$ cat config.mk
export PLATFORM = sky130hd
export DESIGN_NAME = qam_demod_arbiter
export DESIGN_NICKNAME = d
export VERILOG_FILES = /design/src/rtl/qam_demod_arbiter.sv
export SDC_FILE = /design/constraint.sdc
export NUM_CORES = 1
export LEC_CHECK = 0
export BUFFER_PORTS_ARGS = -buffer_cell sky130_fd_sc_hd__clkbuf_2
export CORE_MARGIN = 1
export CORE_UTILIZATION = 40
export CTS_BUF_LIST = sky130_fd_sc_hd__clkbuf_8
export DETAILED_ROUTE_END_ITERATION = 16
export PLACE_DENSITY = 0.71
export SLEW_MARGIN = 20
export SYNTH_ARGS = -nofsm -noshare
export SYNTH_HDL_FRONTEND = slang
export SYNTH_SLANG_ARGS = --single-unit
$ cat constraint.sdc
create_clock -name clock_clk -period 2.75 [get_ports clock_clk]
set_clock_uncertainty 0.1 [all_clocks]
set_input_delay 0.1375 -clock clock_clk [delete_from_list [all_inputs] [get_ports clock_clk]]
set_output_delay 0.1375 -clock clock_clk [all_outputs]
set_load 0.05 [all_outputs]
$ cat src/rtl/qam_demod_arbiter.sv
// qam_demod_arbiter: packet-level round-robin arbiter sharing one QAM
// demodulator between two Avalon-ST symbol sources. One source is granted per
// packet, each beat is tagged with its channel, orphan beats are dropped and
// counted, and a length watchdog force-closes runaway packets.
module qam_demod_arbiter #(
   parameter int unsigned DATA_W      = 38,
   parameter int unsigned MAX_PKT_LEN = 64,
   parameter int unsigned ERR_W       = 8
) (
   input  logic              clock_clk,
   input  logic              reset_reset,
   input  logic [DATA_W-1:0] asi_in0_data,
   input  logic              asi_in0_valid,
   output logic              asi_in0_ready,
   input  logic              asi_in0_startofpacket,
   input  logic              asi_in0_endofpacket,
   input  logic [DATA_W-1:0] asi_in1_data,
   input  logic              asi_in1_valid,
   output logic              asi_in1_ready,
   input  logic              asi_in1_startofpacket,
   input  logic              asi_in1_endofpacket,
   output logic [DATA_W-1:0] aso_out0_data,
   output logic              aso_out0_valid,
   input  logic              aso_out0_ready,
   output logic              aso_out0_startofpacket,
   output logic              aso_out0_endofpacket,
   output logic              aso_out0_channel,
   output logic [ERR_W-1:0]  err_count
);

   typedef enum logic [1:0] {IDLE, GRANT0, GRANT1} state_t;

   localparam logic [15:0] CNT_LAST = 16'(MAX_PKT_LEN - 1);

   state_t            state_q, state_d;
   logic              last_served_q, last_served_d;
   logic [15:0]       beat_cnt_q, beat_cnt_d;
   logic [ERR_W-1:0]  err_count_q, err_count_d;
   logic [DATA_W-1:0] out_data_q, out_data_d;
   logic              out_valid_q, out_valid_d;
   logic              out_sop_q, out_sop_d;
   logic              out_eop_q, out_eop_d;
   logic              out_channel_q, out_channel_d;

   logic              load_en;
   logic              rdy0, rdy1;
   logic              req0, req1;
   logic              acc;
   logic              acc_ch;
   logic              acc_sop, acc_eop;
   logic [DATA_W-1:0] acc_data;
   logic [1:0]        err_inc;
   logic [ERR_W:0]    err_sum;

   // Arbitration, output-register loading, watchdog and saturating error count
   always_comb begin
      state_d       = state_q;
      last_served_d = last_served_q;
      beat_cnt_d    = beat_cnt_q;
      out_data_d    = out_data_q;
      out_valid_d   = out_valid_q;
      out_sop_d     = out_sop_q;
      out_eop_d     = out_eop_q;
      out_channel_d = out_channel_q;
      rdy0          = 1'b0;
      rdy1          = 1'b0;
      req0          = asi_in0_valid && asi_in0_startofpacket;
      req1          = asi_in1_valid && asi_in1_startofpacket;
      acc           = 1'b0;
      acc_ch        = 1'b0;
      acc_sop       = 1'b0;
      acc_eop       = 1'b0;
      acc_data      = '0;
      err_inc       = 2'd0;

      load_en = !out_valid_q || aso_out0_ready;
      if (load_en) begin
         out_valid_d = 1'b0;
      end

      case (state_q)
         IDLE: begin
            // Beats without SOP outside a packet are swallowed as errors;
            // SOP beats wait and are accepted once the grant is registered.
            rdy0    = asi_in0_valid && !asi_in0_startofpacket;
            rdy1    = asi_in1_valid && !asi_in1_startofpacket;
            err_inc = {1'b0, rdy0} + {1'b0, rdy1};
            if (req0 && req1) begin
               state_d = last_served_q ? GRANT0 : GRANT1;
            end else if (req0) begin
               state_d = GRANT0;
            end else if (req1) begin
               state_d = GRANT1;
            end
         end
         GRANT0: begin
            rdy0 = load_en;
            if (asi_in0_valid && load_en) begin
               acc      = 1'b1;
               acc_ch   = 1'b0;
               acc_sop  = asi_in0_startofpacket;
               acc_eop  = asi_in0_endofpacket;
               acc_data = asi_in0_data;
            end
         end
         GRANT1: begin
            rdy1 = load_en;
            if (asi_in1_valid && load_en) begin
               acc      = 1'b1;
               acc_ch   = 1'b1;
               acc_sop  = asi_in1_startofpacket;
               acc_eop  = asi_in1_endofpacket;
               acc_data = asi_in1_data;
            end
         end
         default: state_d = IDLE;
      endcase

      if (acc) begin
         out_valid_d   = 1'b1;
         out_data_d    = acc_data;
         out_sop_d     = acc_sop;
         out_channel_d = acc_ch;
         out_eop_d     = acc_eop;
         beat_cnt_d    = beat_cnt_q + 16'd1;
         if (acc_eop) begin
            state_d       = IDLE;
            last_served_d = acc_ch;
            beat_cnt_d    = '0;
         end else if (beat_cnt_q == CNT_LAST) begin
            // Watchdog: close the packet downstream and release the grant
            out_eop_d     = 1'b1;
            err_inc       = 2'd1;
            state_d       = IDLE;
            last_served_d = acc_ch;
            beat_cnt_d    = '0;
         end
      end

      err_sum     = {1'b0, err_count_q} + (ERR_W + 1)'(err_inc);
      err_count_d = err_sum[ERR_W] ? '1 : err_sum[ERR_W-1:0];
   end

   // State, counters and the single output register
   always_ff @(posedge clock_clk or posedge reset_reset) begin
      if (reset_reset) begin
         state_q       <= IDLE;
         last_served_q <= 1'b1;
         beat_cnt_q    <= '0;
         err_count_q   <= '0;
         out_data_q    <= '0;
         out_valid_q   <= 1'b0;
         out_sop_q     <= 1'b0;
         out_eop_q     <= 1'b0;
         out_channel_q <= 1'b0;
      end else begin
         state_q       <= state_d;
         last_served_q <= last_served_d;
         beat_cnt_q    <= beat_cnt_d;
         err_count_q   <= err_count_d;
         out_data_q    <= out_data_d;
         out_valid_q   <= out_valid_d;
         out_sop_q     <= out_sop_d;
         out_eop_q     <= out_eop_d;
         out_channel_q <= out_channel_d;
      end
   end

   // Readies are held low while reset is asserted
   assign asi_in0_ready          = rdy0 && !reset_reset;
   assign asi_in1_ready          = rdy1 && !reset_reset;
   assign aso_out0_data          = out_data_q;
   assign aso_out0_valid         = out_valid_q;
   assign aso_out0_startofpacket = out_sop_q;
   assign aso_out0_endofpacket   = out_eop_q;
   assign aso_out0_channel       = out_channel_q;
   assign err_count              = err_count_q;

endmodule

==> impl_summary.log <==
INFO  metric power_density = 1086 mW/mm^2
INFO  metric grt-ovfl-total = 0
INFO  metric synth_cell_type_count = 40
INFO  metric report.final.slew_viol_count = 0
INFO  metric final_design_area_no_fill = 0.005219 sq mm
INFO  metric antenna_found_initial = 0
INFO  metric cts.htree.levels = 3
INFO  metric grt_pass1_vias = 3,599
INFO  metric groute.usage.overall = roughly a quarter
INFO  metric fillers = 615
INFO  metric floorplan.die_area = 0.008891 sq mm
INFO  metric worst-endpoint-required = about 2900 ps
INFO  metric clk_pin_slew = around 80 ps
INFO  metric crit_chain = inv_2 -> ha_4 -> a22oi_2 -> or3_4 -> nor3_4 -> buf_6 -> a21oi_2 -> ha_1 -> a21oi_2 -> nor2b_2 -> and3_4 -> a31oi_1 -> a31oi_1
INFO  metric crit-reg2reg-capture = err_count[7]$_DFF_PP0_
INFO  metric instances_no_fill = 685
INFO  metric placed_area = 0.004279 sq mm
INFO  metric routabilityCongestion = 0.8443
INFO  metric critPathArrivalTime = 2910 ps
INFO  metric synthesis.area_per_instance = 9.159 sq um
INFO  metric syn_to_final_growth = 53.18%
INFO  metric intPower = 2824 uW
INFO  metric ys_seq_area_share = approximately half
INFO  metric drive_gt1_share = 35.17%
INFO  metric overall_routed_net_length = 10.48 mm
INFO  metric core.rowCount = 33
INFO  metric synth-warning-count = 0
INFO  metric tritoncts_buffer_count = 9
INFO  metric detail_route.drc_violations = 0
INFO  metric worst_setup_path_start_kind = flop
INFO  metric tightestPinTransition = 847.0 ps
INFO  metric cellLeakagePower = ~0.0025 uW
INFO  metric place_hpwl = a little over 6 mm
INFO  metric worstSetupStartpoint = state_q[1]$_DFF_PP0_
INFO  metric routed-via-count = ~3.7k
INFO  metric reg2reg_from = state_q[1]$_DFF_PP0_
INFO  metric max_slew_margin = 43.53%
INFO  metric start_util = 41.46%
INFO  metric maximum_number_of_pins_on_one_net_before_global_route_repair = 70
INFO  metric async_flop_share = 100.0%
INFO  metric post_drt_via_cell_ratio = roughly 5.5
INFO  metric i_o_pin_count = between 100 and 150
INFO  metric worst_skew_pair.late_latency = 340 ps
INFO  metric pre_cts_slack = -57.49 ps
INFO  metric num-nets-final = 668
INFO  metric seqPwrFrac = 29.9%
INFO  metric area.sequential = 0.001729 sq mm
INFO  metric antennaDiodeCount = 0
INFO  metric slowest_delay = roughly 420 ps
INFO  metric antenna_left = 0
INFO  metric endpoint = err_count[7]$_DFF_PP0_
INFO  metric dieWidth = between 90 and 100 um
INFO  metric cp_max_fanout = 5
INFO  metric route.detailed.wl_per_inst = around 15 um
INFO  metric cts.sinks = 69
INFO  metric wire_length_of_the_first_global_routing_pass = 16.51 mm
INFO  metric setup_repair_after_global_routing_missed_its_margin = true
INFO  metric finalCriticalPeriod = 2748 ps
INFO  metric syn_inst = 372
INFO  metric p_sw_share = 50.17%
INFO  metric port-buffer-count = 136
INFO  metric mappedNetlistArea = between 0.003 and 0.004 sq mm
INFO  metric timing.critical_path.to_type = flop
INFO  metric detailedRoute.firstIterationViolations = 259
INFO  metric drv.max_cap_violation_count = 0
INFO  metric critPathKind = flop to flop
INFO  metric yosys_most_used_dff = sky130_fd_sc_hd__dfrtp_1
INFO  metric numPlacedInstances = 609
INFO  metric worst_slack = 1.504 ps
INFO  metric irDropWorstVdd = roughly 0.58 mV
INFO  metric p_sw = 2843 uW
INFO  metric post-route-period-util = 99.95%
INFO  metric core = 0.008217 sq mm
INFO  metric timing.final.hold_violations = 0
INFO  metric tritoncts = built
INFO  metric synth.net_count = 465
INFO  metric result_of_the_run = completed
INFO  metric synth_enable_flop_cells = 0
INFO  metric yosys_register_bits = 69
INFO  metric share_clk_of_total_power = 16.7%
INFO  metric clock-root-buffer = sky130_fd_sc_hd__clkbuf_8
INFO  metric clockBufferDepth = 2
INFO  metric die-height = 94.29 um
INFO  metric critPathBufInv = 2
INFO  metric min-delay-path-class = primary input to flop
INFO  metric dr.pass1.iters = 5
INFO  metric timing.critical_path.depth = 13
INFO  metric regToRegSetupSlack = 2 ps
INFO  metric worst_r2r_path_depth = 13
INFO  metric multi_input_comb_area = around 0.0017 sq mm
INFO  metric slowest_stage = sky130_fd_sc_hd__or3_4
INFO  metric cpLargestDelayFamily = simple AND/OR/NAND/NOR gates
INFO  metric power.share.combinational = 53.3%
INFO  metric clock.fmax = 363.8 MHz
INFO  metric number_of_setup_violations_in_the_final_report = 0
worst min path at each step:
stage	startpoint	to	cells past startpoint
5_1_grt	asi_in0_data[18]	aso_out0_data[18]$_DFFE_PP0N_	3
3_3_place_gp	asi_in1_data[34]	aso_out0_data[34]$_DFFE_PP0N_	3
2_1_floorplan	asi_in1_data[22]	aso_out0_data[22]$_DFFE_PP0N_	2
6_report	asi_in1_data[36]	aso_out0_data[36]$_DFFE_PP0N_	3
3_5_place_dp	asi_in1_data[34]	aso_out0_data[34]$_DFFE_PP0N_	3
4_1_cts	asi_in0_data[19]	aso_out0_data[19]$_DFFE_PP0N_	3
layer usage:
metal  share of wire (%)  up-vias  global-route usage [%]
met3                 5.8       22                   4.935
met5                   0        -                       0
li1                    -     1755                       -
met2                  52      149                   39.98
met4                 2.2        0                   10.13
met1                  40     1810                   30.29
area by class of cell:
type                    instances  share of cell area [%]
repair buffers                212                   26.54
multi-input cells             272                   32.58
clock buffers                  10                   2.637
well taps                     105                   2.517
clock inverters                 6                   1.798
inverters                      11                  0.7912
flip-flops and latches         69                   33.13
synth_stat cells (5+ instances only):
master / instances / area, sq um
sky130_fd_sc_hd__or3_1: 5 / 31.28
sky130_fd_sc_hd__nand3_1: 12 / 60.06
sky130_fd_sc_hd__ha_1: 7 / 87.58
sky130_fd_sc_hd__nor2_1: 12 / 45.04
sky130_fd_sc_hd__nor2b_1: 5 / 31.28
sky130_fd_sc_hd__o21ai_0: 53 / 265.3
sky130_fd_sc_hd__nor3_1: 5 / 25.02
sky130_fd_sc_hd__clkbuf_1: 18 / 67.56
sky130_fd_sc_hd__a21oi_1: 16 / 80.08
sky130_fd_sc_hd__inv_1: 11 / 41.29
sky130_fd_sc_hd__a22oi_1: 39 / 292.8
sky130_fd_sc_hd__a31oi_1: 6 / 37.54
sky130_fd_sc_hd__nand2_1: 66 / 247.7
sky130_fd_sc_hd__and3_1: 8 / 50.05
sky130_fd_sc_hd__dfrtp_1: 68 / 1702
flip-flops by register name (all words and copies together) (netlist names):
name,count
aso_out0_data,38
beat_cnt_q,16
err_count,8
state_q,2
aso_out0_channel,1
aso_out0_endofpacket,1
aso_out0_startofpacket,1
aso_out0_valid,1
last_served_q,1
cells in the final DEF, fill, tap and decap left out, drive strengths merged, types with 4 or more instances in the layout:
master         n
nor2b          5
ha             7
nand2         66
a21oi         16
inv           13
and3           8
buf           24
or3            5
dlygate4sd3   52
dfrtp         68
a21o           4
a31oi          6
a22oi         39
nor2          12
nor3           5
clkbuf       146
o21ai         54
nand3         12
power by group through the flow:
stage,logic (uW),clock network [uW],registers [uW]
2_1_floorplan,873,0,2780
3_3_place_gp,2690,0,1680
3_5_place_dp,2740,0,1670
4_1_cts,2870,966,1670
5_1_grt,3240,1010,1740
6_report,3020,948,1700
metrics by stage:
step	setup TNS [ps]	power, uW	utilization, %	hold WS, ps
after floorplan	-0.9373	3649	-	238.7
after global placement	0	4368	52.08	328.3
after global routing	-490.5	5992	63.51	21.17
final	0	5667	63.51	15.01
after CTS	0	5509	61.73	0.4187
after detailed placement	-250.2	4413	52.08	337.7
what timing repair did:
| action | 4_1_cts | 5_1_grt |
|---|---|---|
| gates cloned | 0 | 0 |
| endpoints found under the hold margin | 98 | 0 |
| setup endpoints to repair | 10 | 12 |
| hold buffers | 52 | 0 |
| setup buffers | 3 | 5 |
| pin swaps | 2 | 11 |
| resized for setup | 5 | 21 |
cell families after synthesis:
kind of cell	synth area share, %
xor gates and xnor gates	0.7713
and+or+nand+nor	18.44
DFF	50.72
buffers and inverters	3.672
AOI/OAI and AO/OA	23.25
adders and majority gates	3.158
worst register-to-register path, stage by stage (launching register included):
cell and delay (ps):
sky130_fd_sc_hd__dfrtp_1 390, sky130_fd_sc_hd__inv_2 130, sky130_fd_sc_hd__ha_4 180, sky130_fd_sc_hd__a22oi_2 90, sky130_fd_sc_hd__or3_4 420, sky130_fd_sc_hd__nor3_4 200
sky130_fd_sc_hd__buf_6 120, sky130_fd_sc_hd__a21oi_2 60, sky130_fd_sc_hd__ha_1 300, sky130_fd_sc_hd__a21oi_2 60, sky130_fd_sc_hd__nor2b_2 140, sky130_fd_sc_hd__and3_4 230
sky130_fd_sc_hd__a31oi_1 80, sky130_fd_sc_hd__a31oi_1 170
Power figures use the tool's default switching activity.
